`config.mk`:
```
export PLATFORM = sky130hd
export DESIGN_NAME = decode_stage
export DESIGN_NICKNAME = d
export VERILOG_FILES = /design/src/rtl/decode_pkg.sv /design/src/rtl/decode_stage_imm_gen.sv /design/src/rtl/decode_stage.sv
export SDC_FILE = /design/constraint.sdc
export NUM_CORES = 1
export LEC_CHECK = 0
export ABC_AREA = 0
export ABC_CLOCK_PERIOD_IN_PS = 3000
export CAP_MARGIN = 15
export CELL_PAD_IN_SITES_DETAIL_PLACEMENT = 1
export CELL_PAD_IN_SITES_GLOBAL_PLACEMENT = 1
export CORE_MARGIN = 1.5
export CORE_UTILIZATION = 25
export DETAILED_ROUTE_END_ITERATION = 8
export HOLD_SLACK_MARGIN = 0.15
export PLACE_DENSITY = 0.76
export SLEW_MARGIN = 20
export SYNTH_ARGS = -nofsm -noshare
export SYNTH_HDL_FRONTEND = slang
export SYNTH_SLANG_ARGS = --single-unit
```
`constraint.sdc`:
```
create_clock -name clk -period 3 [get_ports clk]
set_clock_uncertainty 0.2 [all_clocks]
set_input_delay 0.75 -clock clk [delete_from_list [all_inputs] [get_ports clk]]
set_output_delay 0.75 -clock clk [all_outputs]
set_load 0.01 [all_outputs]
```
`src/rtl/decode_pkg.sv`:
```
// decode_pkg -- shared definitions for the decode stage.
//   state_e            : decode FSM states (IDLE, ISSUE, SLEEP)
//   UC_*               : bit positions inside the microcommand word
//   OPC_HALT / OPC_WAIT: full 16-bit encodings of the sleep instructions
//   INST_TYPE_*        : instruction-type codes found in IR[15:13]
package decode_pkg;

    typedef enum logic [1:0] {
        ST_IDLE  = 2'd0,
        ST_ISSUE = 2'd1,
        ST_SLEEP = 2'd2
    } state_e;

    localparam int UC_IMM_EXTEND_NEGATIVE = 5;
    localparam int UC_IMM_SHIFT           = 6;
    localparam int UC_LAST_PHASE          = 7;

    localparam logic [15:0] OPC_HALT = 16'hE000;
    localparam logic [15:0] OPC_WAIT = 16'hE200;

    localparam logic [2:0] INST_TYPE_IMM6 = 3'd3;
    localparam logic [2:0] INST_TYPE_IMM9 = 3'd4;

    // True for the two instructions that park the stage in SLEEP.
    function automatic logic is_sleep_opc(input logic [15:0] ir);
        return (ir == OPC_HALT) || (ir == OPC_WAIT);
    endfunction

endpackage

```
`src/rtl/decode_stage_imm_gen.sv`:
```
// imm_gen -- combinational immediate extraction, shift and extension.
// Ports:
//   field_i      : IR[8:0]; imm6 lives in [8:3], imm9 in [8:0]
//   sel_imm6_i   : 1 selects the 6-bit field, 0 the 9-bit field
//   is_int_i     : INT encoding: (imm << 2) | (phase[0] ? 2 : 0)
//   phase_lsb_i  : phase[0] of the current phase
//   extend_neg_i : fill value for every bit above the field
//   shift_i      : shift the field left by one (non-INT only)
//   imm_o        : DATA_W-bit immediate
module imm_gen
    import decode_pkg::*;
#(
    parameter int DATA_W = 16
) (
    input  logic [8:0]        field_i,
    input  logic              sel_imm6_i,
    input  logic              is_int_i,
    input  logic              phase_lsb_i,
    input  logic              extend_neg_i,
    input  logic              shift_i,
    output logic [DATA_W-1:0] imm_o
);

    logic [5:0] sh6;
    logic [8:0] sh9;

    // The shift acts inside the field width; the extension fill then owns
    // every bit above the field. This is what makes imm6=1, shift=1,
    // fill=1 come out as 0xFFC2 rather than 0xFF82.
    always_comb begin
        sh6 = shift_i ? {field_i[7:3], 1'b0} : field_i[8:3];
        if (is_int_i) begin
            sh9 = {field_i[6:0], 2'b00} | {7'd0, phase_lsb_i, 1'b0};
        end else if (shift_i) begin
            sh9 = {field_i[7:0], 1'b0};
        end else begin
            sh9 = field_i;
        end

        if (sel_imm6_i) begin
            imm_o = {{(DATA_W-6){extend_neg_i}}, sh6};
        end else begin
            imm_o = {{(DATA_W-9){extend_neg_i}}, sh9};
        end
    end

endmodule

```
`src/rtl/decode_stage.sv`:
```
// decode_stage -- holds one instruction in IR and walks it through its
// microcode phases, presenting one decoded phase per out handshake.
//
// Optional feature macro: DECODE_STAGE_SKID_EN adds a one-entry prefetch
// buffer so a following instruction can be accepted during ISSUE and
// issued with zero bubble after the last phase.
//
// Ports:
//   clk, rst_n           : clock, asynchronous active-low reset
//   in_valid / in_ready  : instruction fetch handshake
//   instruction          : 16-bit instruction word
//   ucommand             : microcommand for the current phase
//   out_valid / out_ready: decoded-phase handshake to execute
//   wake                 : leave SLEEP
//   phase, ucode_addr    : phase index and {type, IR[12:9], phase}
//   imm                  : extended / shifted immediate
//   rs1, rs2, rd         : register fields of IR
//   is_int/is_halt/is_wait: instruction class flags
//   stalled              : high in SLEEP
//   dbg_state            : current FSM state for observation
//
// Handshakes: a transfer happens on a rising edge where valid and ready
// are both high; a valid source holds its data until that edge, and ready
// may be asserted without valid. in_ready and out_valid are registered.
module decode_stage
    import decode_pkg::*;
#(
    parameter int DATA_W   = 16,
    parameter int PHASE_W  = 3,
    parameter int UCMD_W   = 28,
    parameter int UCODE_AW = 7 + PHASE_W
) (
    input  logic                clk,
    input  logic                rst_n,
    input  logic                in_valid,
    output logic                in_ready,
    input  logic [15:0]         instruction,
    input  logic [UCMD_W-1:0]   ucommand,
    output logic                out_valid,
    input  logic                out_ready,
    input  logic                wake,
    output logic [PHASE_W-1:0]  phase,
    output logic [UCODE_AW-1:0] ucode_addr,
    output logic [DATA_W-1:0]   imm,
    output logic [2:0]          rs1,
    output logic [2:0]          rs2,
    output logic [2:0]          rd,
    output logic                is_int,
    output logic                is_halt,
    output logic                is_wait,
    output logic                stalled,
    output state_e              dbg_state
);

    state_e             state_q;
    logic [PHASE_W-1:0] phase_q;
    logic [15:0]        ir_q;
    logic               out_valid_q;
    logic               in_ready_q;
    logic               stalled_q;
`ifdef DECODE_STAGE_SKID_EN
    logic [15:0]        skid_q;
    logic               skid_valid_q;
`endif

    logic       accept;
    logic       last_phase;
    logic [2:0] inst_type;
    logic       unused_ucmd;

    assign accept     = in_valid && in_ready_q;
    assign last_phase = ucommand[UC_LAST_PHASE];
    assign inst_type  = ir_q[15:13];

    // Only the extend, shift and last-phase bits matter to this stage.
    assign unused_ucmd = ^{ucommand[UCMD_W-1:8], ucommand[4:0]};

    assign is_int  = (inst_type == INST_TYPE_IMM9) && (ir_q[12:10] == 3'd0);
    assign is_halt = (ir_q == OPC_HALT);
    assign is_wait = (ir_q == OPC_WAIT);
    assign rs1     = ir_q[2:0];
    assign rs2     = ir_q[5:3];
    assign rd      = ir_q[8:6];

    assign phase      = phase_q;
    assign ucode_addr = {ir_q[15:9], phase_q};
    assign out_valid  = out_valid_q;
    assign in_ready   = in_ready_q;
    assign stalled    = stalled_q;
    assign dbg_state  = state_q;

    imm_gen #(
        .DATA_W (DATA_W)
    ) u_imm_gen (
        .field_i      (ir_q[8:0]),
        .sel_imm6_i   (inst_type == INST_TYPE_IMM6),
        .is_int_i     (is_int),
        .phase_lsb_i  (phase_q[0]),
        .extend_neg_i (ucommand[UC_IMM_EXTEND_NEGATIVE]),
        .shift_i      (ucommand[UC_IMM_SHIFT]),
        .imm_o        (imm)
    );

    always_ff @(posedge clk or negedge rst_n) begin
        if (!rst_n) begin
            state_q      <= ST_IDLE;
            phase_q      <= '0;
            ir_q         <= '0;
            out_valid_q  <= 1'b0;
            in_ready_q   <= 1'b0;
            stalled_q    <= 1'b0;
`ifdef DECODE_STAGE_SKID_EN
            skid_q       <= '0;
            skid_valid_q <= 1'b0;
`endif
        end else begin
            case (state_q)
                ST_IDLE: begin
                    // in_ready rises on the first edge after reset release.
                    in_ready_q <= 1'b1;
                    if (accept) begin
                        ir_q        <= instruction;
                        phase_q     <= '0;
                        state_q     <= ST_ISSUE;
                        out_valid_q <= 1'b1;
`ifdef DECODE_STAGE_SKID_EN
                        in_ready_q  <= 1'b1;
`else
                        in_ready_q  <= 1'b0;
`endif
                    end
                end

                ST_ISSUE: begin
`ifdef DECODE_STAGE_SKID_EN
                    // Prefetch while the current instruction is still issuing.
                    if (accept) begin
                        skid_q       <= instruction;
                        skid_valid_q <= 1'b1;
                        in_ready_q   <= 1'b0;
                    end
`endif
                    if (out_ready) begin
                        if (!last_phase) begin
                            // Natural modulo wrap at the counter maximum.
                            phase_q <= phase_q + 1'b1;
                        end else if (is_sleep_opc(ir_q)) begin
                            state_q     <= ST_SLEEP;
                            out_valid_q <= 1'b0;
                            in_ready_q  <= 1'b0;
                            stalled_q   <= 1'b1;
                        end else begin
`ifdef DECODE_STAGE_SKID_EN
                            if (skid_valid_q) begin
                                ir_q         <= skid_q;
                                skid_valid_q <= 1'b0;
                                phase_q      <= '0;
                                in_ready_q   <= 1'b1;
                            end else if (accept) begin
                                // Buffer empty: bypass straight into IR.
                                ir_q         <= instruction;
                                skid_valid_q <= 1'b0;
                                phase_q      <= '0;
                                in_ready_q   <= 1'b1;
                            end else begin
                                state_q      <= ST_IDLE;
                                out_valid_q  <= 1'b0;
                                in_ready_q   <= 1'b1;
                            end
`else
                            state_q     <= ST_IDLE;
                            out_valid_q <= 1'b0;
                            in_ready_q  <= 1'b1;
`endif
                        end
                    end
                end

                ST_SLEEP: begin
                    // in_ready is low here, so an in_valid coinciding with
                    // wake is never accepted in this cycle.
                    if (wake) begin
                        stalled_q  <= 1'b0;
                        in_ready_q <= 1'b1;
`ifdef DECODE_STAGE_SKID_EN
                        if (skid_valid_q) begin
                            ir_q         <= skid_q;
                            skid_valid_q <= 1'b0;
                            phase_q      <= '0;
                            state_q      <= ST_ISSUE;
                            out_valid_q  <= 1'b1;
                        end else begin
                            state_q <= ST_IDLE;
                        end
`else
                        state_q <= ST_IDLE;
`endif
                    end
                end

                default: begin
                    state_q     <= ST_IDLE;
                    out_valid_q <= 1'b0;
                    stalled_q   <= 1'b0;
                end
            endcase
        end
    end

endmodule

```
### Yosys cells after proc, flatten, opt, wreduce, memory -nomap -nowiden

Index checks and enable logic that the tools add are counted.

* $add $sub $neg: 1
* equal/unequal tests: 12
* muxes and demuxes: 29
* bitwise operators: 3
* reduce and logical (&&, ||, !) cells: 13

Operators with widths (count)
* equality test 16 bit, second input constant: 2
* 2-to-1 mux 9 bit: 3
* AND reduction 4 bit: 4
* 2-to-1 mux 1 bit: 12
* != test 2 bit, second input constant: 6
* 2-to-1 mux 2 bit: 5
* 2-to-1 mux 3 bit: 3
* bitwise OR 9 x 2 -> 9 bit: 1
* case mux 1 bit (3 select lines): 3
* 2-to-1 mux 6 bit: 1
* case mux 2 bit (3 select lines): 1
* case mux 3 bit (2 select lines): 1
* AND reduction 5 bit: 1
* adder 3 x 1 -> 3 bit, second input constant: 1
* equality test 3 x 2 -> 1 bit, second input constant: 1
* equality test 3 bit, second input constant: 1
* zero test 3 bit: 1
* nonzero test 3 bit: 1
* equality test 2 x 1 -> 1 bit, second input constant: 1
* equality test 2 bit, second input constant: 1
* logical AND 1 bit: 2
* zero test 2 bit: 1
* NOT 1 bit: 2
* AND reduction 2 bit: 1
* other kinds (2): 2

* flip-flop bits (word level): 24

### Depth between registers and ports, before layout

Gate-level depths: netlist of run 1.

* depth after elaboration: 6
* gate-level depth with buffers: 7
* mapped depth without buffers: 6

### By module

Synthesis of run 1 repeated with hierarchy kept, for this count alone.

* cells, all modules: 144
* area, all modules: 1604.0 µm²

Modules (own cells, without submodules)
* decode_stage: instances 1, cells an instance 101, area each 1251.2 µm², seq. area each 600.6 µm²
* imm_gen: instances 1, cells an instance 43, area each 352.8 µm², seq. area each 0.0 µm²

### Worst setup path before layout of run 1

No wires, ideal clock.

* kind: reg-to-output
* from: register ir_q[12]
* to: output imm[2]
* arrival time: 1823 ps
* path slack: 227 ps
* stages on the path, launching flop included: 7
* path buffers: 1
* cells stage by stage: dfrtp_1 or4b_1 or3_1 buf_6 clkinv_4 a2111oi_1 a211oi_1

* cells in the longest elaborated chain, start to end: 4

RTL lines
* from (decl): RTL line decode_stage.sv:57 `logic [15:0] ir_q;`
* from (signal assigned): RTL line decode_stage.sv:122 `ir_q <= instruction;`
* zero test 3 bit: RTL line decode_stage.sv:78 `assign is_int = (inst_type == INST_TYPE_IMM9) && (ir_q[12:10] == 3'd0);`
* logical AND 1 bit: RTL line decode_stage.sv:78
* via is_int: RTL line decode_stage.sv:48 `output logic is_int,`
* 2-to-1 mux 9 bit: RTL line decode_stage_imm_gen.sv:32 `if (is_int_i) begin`
* 2-to-1 mux 9 bit: RTL line decode_stage_imm_gen.sv:40 `if (sel_imm6_i) begin`
* to (decl): RTL line decode_stage.sv:44 `output logic [DATA_W-1:0] imm,`

The timed path passes the listed nets, and every way through them passes these cells.

### Worst setup path after layout of run 1

* from: register ir_q[10]
* to: output imm[5]

* cells in the longest elaborated chain, start to end: 4

RTL lines (RTL line)
* zero test 3 bit: decode_stage.sv:78
* logical AND 1 bit: decode_stage.sv:78
* 2-to-1 mux 9 bit: decode_stage_imm_gen.sv:32
* 2-to-1 mux 9 bit: decode_stage_imm_gen.sv:40

Every way passes these cells.

==> results of run 1 <==
==> cells in the final DEF, fill, tap and decap left out, types with 2 or more instances in the layout <==
master / instances
buf_2: 9
nand3_1: 3
dfrtp_1: 24
o21ai_1: 4
clkbuf_8: 3
nor2_1: 4
nand2_1: 6
ha_1: 5
mux2i_1: 8
buf_4: 15
a21oi_1: 2
nor3_1: 5
a211oi_1: 2
a21boi_0: 2
mux2_2: 21
buf_6: 5
and3b_1: 2
inv_1: 4
clkdlybuf4s50_1: 56
nor2b_1: 4
o21ai_0: 3
==> cells by family (layout without fill, tap and decap cells) <==
group | after synthesis | after routing | share of synthesized area, %
AND/OR/NAND/NOR | 34 | 34 | 13.0
multiplexers | 30 | 30 | 21.9
flip-flops | 24 | 24 | 40.3
AO/OA/AOI/OAI | 23 | 23 | 11.0
buffers and inverters | 23 | 98 | 9.65
adder cells (fa/ha/maj) | 5 | 5 | 4.19
==> power groups by stage <==
stage / combinational, mW / sequential [mW] / clock (mW)
after global placement: 1.35 / 0.646 / 0
after floorplan: 0.607 / 0.674 / 0
after detailed placement: 1.38 / 0.656 / 0
after CTS: 1.34 / 0.656 / 0.198
after global routing: 1.46 / 0.678 / 0.209
final: 1.34 / 0.655 / 0.187
==> state kept, by name (all words and copies together), names as in the netlist <==
| name | cells |
|---|---|
| ir_q | 16 |
| phase | 3 |
| dbg_state | 2 |
| in_ready | 1 |
| out_valid | 1 |
| stalled | 1 |
==> area by class of cell <==
class                      count  area share, %
clock buffer                   3           1.74
inverter                       5           1.00
multi-input combinational     92           33.0
sequential                    24           25.4
tap                           72           3.81
timing repair buffer          90           35.1
==> layer usage <==
layer / vias to the layer above / track usage [%] / wire, um
li1: 642 / - / -
met1: 662 / 16.3 / 1860
met2: 42 / 23.4 / 2190
met3: 2 / 2.50 / 252
met4: 0 / 2.59 / 13
met5: - / 0 / 0
==> metrics by stage <==
| stage | hold WS (ns) | util (%) |
|---|---|---|
| 6_report | 0.307 | 42.0 |
| 5_1_grt | 0.320 | 42.0 |
| 4_1_cts | 0.312 | 41.1 |
| 3_5_place_dp | 0.291 | 40.5 |
| 3_3_place_gp | 0.292 | 40.5 |
| 2_1_floorplan | 0.254 | - |
==> synthesized netlist by cell type <==
cell	n	share of area (%)
nand2b_1	1	0.42
a2111oi_0	1	0.59
and4b_2	1	0.75
a22oi_1	2	1.0
o211ai_1	1	0.50
a21boi_0	2	1.0
buf_6	1	0.75
clkinv_4	1	0.59
o22a_1	1	0.59
o32a_1	1	0.67
o311ai_0	1	0.59
nor2b_1	4	1.7
a2111oi_1	1	0.67
inv_1	4	1.0
o21ai_0	7	2.3
a21oi_1	2	0.67
nor2_1	5	1.3
nor4bb_1	1	0.67
and2_1	1	0.42
buf_4	12	6.0
mux2_2	21	16
or4b_1	1	0.67
a211oi_2	1	0.84
nand3b_1	1	0.50
dfrtp_1	24	40
a211oi_1	2	1.0
ha_1	5	4.2
mux2i_1	9	6.0
nor3_1	5	1.7
nand3_1	3	1.0
nor4_1	1	0.42
nand2_1	6	1.5
clkbuf_1	5	1.3
and3b_1	2	1.2
o21a_1	1	0.50
or3_1	2	0.84
==> final timing paths <==
| kind | from | to | slack [ns] |
|---|---|---|---|
| setup / recovery | ir_q[10] | imm[5] | -0.18 |
| max in group asynchronous | rst_n | ir_q[5] | 1.70 |
| min in group asynchronous | rst_n | dbg_state[1] | 0.65 |
| setup reg to reg | dbg_state[1] | stalled | 0.82 |
| hold reg to reg | out_valid | out_valid | 0.31 |
| hold / removal | out_valid | out_valid | 0.31 |
==> what timing repair did <==
item,4_1_cts,5_1_grt
pin swaps,5,3
resized for setup,57,6
setup endpoints to repair,12,11
buffers inserted,1,4
cloned,0,1
hold buffers,0,0
==> impl_summary.txt, run 1 <==
----------------------------------------------------
[Power]
  Sequential Power Share ... 30.0%
  Pwr dens ... 924 mW/mm2
  Share of power burned in the clock network ... 8.5%
  Relative contribution of combinational cells to total power ... 61.5%
  Overall Power ... 2.19 mW
  Switch share ... 38.6%
  Reported net switching power ... 0.844 mW
  Worst IR drop on VDD ... 322 uV
  Static power due to leakage ... 1.05 nW
  Int Power ... 1.34 mW

[Worst setup path]
  Crit Path Class ... flop to output pin
  Worst stage delay on the critical path ... 0.55 ns
  Largest fanout on the critical path ... 4
  Most common cell type on the critical path ... buf_6
  Arrival time at the worst endpoint ... 2.23 ns
  Worst path depth ... 6
  Kind of capture point of the worst setup path ... output pin
  Cells on worst reg2reg path ... 6
  Cell type group with the largest total delay on the critical path ... simple AND/OR/NAND/NOR gates
  Worst Path Buf+Inv ... 2
  Cell breakdown of the critical path ... or4b_4 -> or3_4 -> buf_6 -> mux2i_1 -> mux2_2 -> buf_6
  Slowest cell on crit path ... or4b_4
  Required time of the worst setup path ... 2.05 ns
  Startpoint class of the critical path ... flop

[Hold path]
  Class of the tightest hold or removal check ... flop to flop
  Hold Path Depth ... 1

[STA]
  Fmax ... 315 MHz
  Unrepaired setup endpoints after global routing ... true
  Fin. Hold Viols ... 0
  Actual transition at the worst max-transition pin ... 0.699 ns
  Worst Slack Setup Final ... -0.176 ns
  Slew Limit Headroom ... 53.0%
  Setup TNS ... -0.516 ns
  Count of final max-slew check failures ... 0
  Period utilization ... 106%
  Final worst path period need ... 3.18 ns
  Number of failing setup endpoints in the final timing report ... 6

[Status]
  Violations in the final reports ... setup timing
  Run status ... complete, but fails checks

[Global route]
  Overall track demand over capacity in global routing ... 13.1%
  Pin count of the biggest net entering global routing ... 25
  Antenna violations before repair ... 0
  Via count of the first global-routing pass ... 1386
  First-pass GRT wire length ... 6.66 mm
  GRT Residual Overflow ... 0

[Synth]
  Proportion of synthesized chip area in sequential cells ... 40.3%
  Syn Nets ... 193
  Count of cell types in the netlist ... 36
  Syn avg cell area ... 10.7 um2
  Count of warnings emitted by yosys ... 0
  Synthesis-stage register bit count ... 24
  Gate Count Post-Synth ... 139
  Netlist area before placement ... 0.00149 mm2

[CTS]
  Number of buffers inserted during clock tree synthesis ... 3
  Clock slew seen by the registers of the worst setup and hold paths ... 0.08 ns
  Clock tree buffer depth ... 2
  Clock Latency Late Sink ... 0.26 ns
  Root buffer cell ... clkbuf_8
  TritonCTS clock tree ... built
  Clock H-tree levels ... 1
  Clock sinks ... 24

[Die]
  Die Y ... 80.2 um
  Area of the die ... 0.00644 mm2
  Placeable core region ... 0.00564 mm2
  Starting density of the core ... 26.4%
  Total I/O pin count ... 95
  Die W ... 80.2 um
  Std cell rows ... 27

[Routing]
  Final Routed Wirelength ... 4.32 mm
  Via-to-Cell Ratio ... 4.71
  Routed WL per cell ... 15.1 um
  Total DRC errors in the routed layout ... 0
  Number of detailed-route iterations in the first pass ... 4
  Number of antenna-violating nets in the routed design ... 0
  Initial drt markers ... 49
  Total via count in the routed design ... 1348

[Run]
  Max_cap viols ... 0

[Final layout]
  Area of combinational cells with multiple inputs ... 781 um2
  Non-Filler Instances ... 286
  Post-route standard cell area excluding fillers ... 0.00237 mm2
  Total inserted antenna cells ... 0
  Area growth, synth to finish ... 58.7%
  Area used by sequential logic in the layout ... 601 um2
  Final layout net count ... 270
  Ratio of cells with drive above 1 in the final layout ... 30.4%
  Number of fill cells ... 625

[Place]
  Number of placed cells counting well taps ... 278
  Worst slack, placed ... -0.456 ns
  Total cell area at the placement stage ... 0.00228 mm2
  Post-DP HPWL ... 3.21 mm
  RD Place Congestion ... 0.771
  Number of buffers inserted by port buffering ... 69

----------------------------------------------------
Note: power is estimated with default switching activity, not from simulation.
==> run 2: changes to the inputs <==
--- a/config.mk
+++ b/config.mk
@@ -14,7 +14,7 @@
 export CORE_UTILIZATION = 25
 export DETAILED_ROUTE_END_ITERATION = 8
 export HOLD_SLACK_MARGIN = 0.15
-export PLACE_DENSITY = 0.76
+export PLACE_DENSITY = 0.87
 export SLEW_MARGIN = 20
 export SYNTH_ARGS = -nofsm -noshare
 export SYNTH_HDL_FRONTEND = slang
==> run 2 against run 1 <==
Effect of this change: the run still ends with setup timing left; non-clock buffer count fell by 3; via count shrank 1.8%; register-to-register slack got worse by 0.03 ns.
==> impl_summary.txt, run 2 (synthesized netlist as in run 1, its figures left out) <==
----------------------------------------------------
[Worst setup path]
  Cell breakdown of the critical path ... or4b_4 -> or3_4 -> mux2i_1 -> mux2_2 -> buf_6 (was or4b_4 -> or3_4 -> buf_6 -> mux2i_1 -> mux2_2 -> buf_6)
  FF-to-FF End ... stalled (unchanged)
  Worst stage delay on the critical path ... 0.54 ns (was 0.55 ns)
  Largest fanout on the critical path ... 7 (was 4)
  Slowest cell on crit path ... or4b_4 (unchanged)
  Required time of the worst setup path ... 2.05 ns (about the same)
  Critical R2R Launch ... dbg_state[1] (unchanged)
  Cells on worst reg2reg path ... 6 (unchanged)
  Kind of capture point of the worst setup path ... output pin (unchanged)
  Startpoint class of the critical path ... flop (unchanged)
  Crit Path Class ... flop to output pin (unchanged)
  Arrival time at the worst endpoint ... 2.18 ns (was 2.23 ns)
  Register-to-register path setup slack ... 0.79 ns (was 0.82 ns)

[Final layout]
  Most frequent standard cell in the layout excluding fill and tap cells ... clkdlybuf4s50_1 (unchanged)
  Leading cell types in the layout, fill and taps excluded ... 56 x clkdlybuf4s50_1, 24 x dfrtp_1, 21 x mux2_2 (unchanged)
  Max FFs per register ... 16 (unchanged)
  Ratio of cells with drive above 1 in the final layout ... 29.9% (was 30.4%)
  Reg with most FFs ... ir_q (unchanged)
  Number of fill cells ... 643 (was 625)
  Non-Filler Instances ... 283 (was 286)
  Core Util, Final ... 41.6% (was 42.0%)
  Final layout net count ... 267 (was 270)
  Total inserted antenna cells ... 0 (unchanged)
  Area growth, synth to finish ... 57.2% (was 58.7%)

[STA]
  Actual transition at the worst max-transition pin ... 0.694 ns (was 0.699 ns)
  Slew Limit Headroom ... 53.3% (was 53.0%)
  Final hold slack ... 0.312 ns (was 0.307 ns)
  Setup TNS ... -0.545 ns (was -0.516 ns)
  Worst Slack Setup Final ... -0.129 ns (was -0.176 ns)
  Period utilization ... 104% (was 106%)
  Number of failing setup endpoints in the final timing report ... 9 (was 6)
  Final worst path period need ... 3.13 ns (was 3.18 ns)
  Fin. Hold Viols ... 0 (unchanged)
  Unrepaired setup endpoints after global routing ... true (unchanged)
  Fmax ... 320 MHz (was 315 MHz)
  Count of final max-slew check failures ... 0 (unchanged)

[Hold path]
  Capture endpoint of the worst hold path ... out_valid (unchanged)
  Hold Path Depth ... 1 (unchanged)
  Class of the tightest hold or removal check ... flop to flop (unchanged)
  Startpoint of the worst hold path ... out_valid (unchanged)

[Place]
  Number of buffers inserted by port buffering ... 69 (unchanged)
  Post-DP HPWL ... 3.19 mm (was 3.21 mm)
  RD Place Congestion ... 0.834 (was 0.771)
  Number of placed cells counting well taps ... 277 (was 278)

[Routing]
  Total DRC errors in the routed layout ... 0 (unchanged)
  Via-to-Cell Ratio ... 4.68 (was 4.71)
  Routed WL per cell ... 14.8 um (was 15.1 um)
  Initial drt markers ... 43 (was 49)
  Total via count in the routed design ... 1324 (was 1348)
  Number of detailed-route iterations in the first pass ... 4 (unchanged)
  Number of antenna-violating nets in the routed design ... 0 (unchanged)
  Final Routed Wirelength ... 4.20 mm (was 4.32 mm)

[Die]
  Die Y ... 80.2 um (unchanged)
  Die W ... 80.2 um (unchanged)
  Starting density of the core ... 26.4% (unchanged)
  Area of the die ... 0.00644 mm2 (unchanged)
  Placeable core region ... 0.00564 mm2 (unchanged)
  Total I/O pin count ... 95 (unchanged)
  Std cell rows ... 27 (unchanged)

[Global route]
  GRT Residual Overflow ... 0 (unchanged)
  Pin count of the biggest net entering global routing ... 25 (unchanged)
  Via count of the first global-routing pass ... 1425 (was 1386)
  Antenna violations before repair ... 0 (unchanged)
  First-pass GRT wire length ... 6.92 mm (was 6.66 mm)
  Overall track demand over capacity in global routing ... 13.9% (was 13.1%)

[CTS]
  Number of buffers inserted during clock tree synthesis ... 3 (unchanged)
  Clock slew seen by the registers of the worst setup and hold paths ... 0.08 ns (about the same)
  Clock Latency Late Sink ... 0.26 ns (about the same)
  Clock sinks ... 24 (unchanged)
  Clock tree buffer depth ... 2 (unchanged)
  TritonCTS clock tree ... built (unchanged)
  Cts-stage hold buffer count ... 0 (unchanged)
  Root buffer cell ... clkbuf_8 (unchanged)
  Clock H-tree levels ... 1 (unchanged)

[Status]
  Violations in the final reports ... setup timing (unchanged)
  Run status ... complete, but fails checks (unchanged)

[Run]
  Max_cap viols ... 0 (unchanged)

[Power]
  Pwr dens ... 926 mW/mm2 (was 924 mW/mm2)
  Overall Power ... 2.17 mW (was 2.19 mW)
  Worst IR drop on VDD ... 323 uV (was 322 uV)
  Static power due to leakage ... 1.03 nW (was 1.05 nW)

----------------------------------------------------
[run 2: critical path: cells and delay by family, from the launching register on]
family / cells / cell delay [ns]
mux: 2 / 0.42
flops: 1 / 0.39
buf+inv: 1 / 0.12
simple gates: 2 / 0.98
[run 2: layout make-up]
cell class              instances  area (um2)  share of cell area (%)
well taps                      72        90.1                    3.84
inverters                       5        31.3                    1.33
clock buffers                   3        41.3                    1.76
flip-flops and latches         24         601                    25.6
multi-input cells              92         788                    33.6
repair buffers                 87         793                    33.8
[run 2: what timing repair did]
action	4_1_cts	5_1_grt
hold endpoints to repair	0	0
gates resized for setup	63	4
gates cloned	0	1
endpoints found under the setup margin	12	11
pin swaps	4	3
buffers inserted	3	1
[run 2: through the flow]
step	instance area, um2	worst slack (ns)
floorplan	1490	0.227
global route	2340	-0.211
finish	2340	-0.129
CTS	2340	-0.231
detailed placement	2260	-0.453
global placement	2260	-0.435
[run 2: layer usage]
layer	part of all wire [%]	track usage, %
met3	6.8	2.73
met2	51	25.6
met4	0.24	3.10
met1	42	16.3
met5	0	0
[run 2: worst max path at each step]
stage	start	to	slack, ns	cells past startpoint
2_1_floorplan	ir_q[12]	imm[2]	0.23	6
3_3_place_gp	ucommand[6]	imm[5]	-0.44	5
3_5_place_dp	ucommand[6]	imm[4]	-0.45	6
4_1_cts	ir_q[11]	imm[5]	-0.23	6
5_1_grt	ir_q[11]	imm[5]	-0.21	5
6_report	ir_q[11]	imm[5]	-0.13	5
[run 2: where the power goes]
group	total, mW	switching, mW	internal (mW)
sequential	0.653	0.183	0.471
combinational	1.33	0.563	0.771
clock	0.185	0.0950	0.0896
total	2.17	0.841	1.33
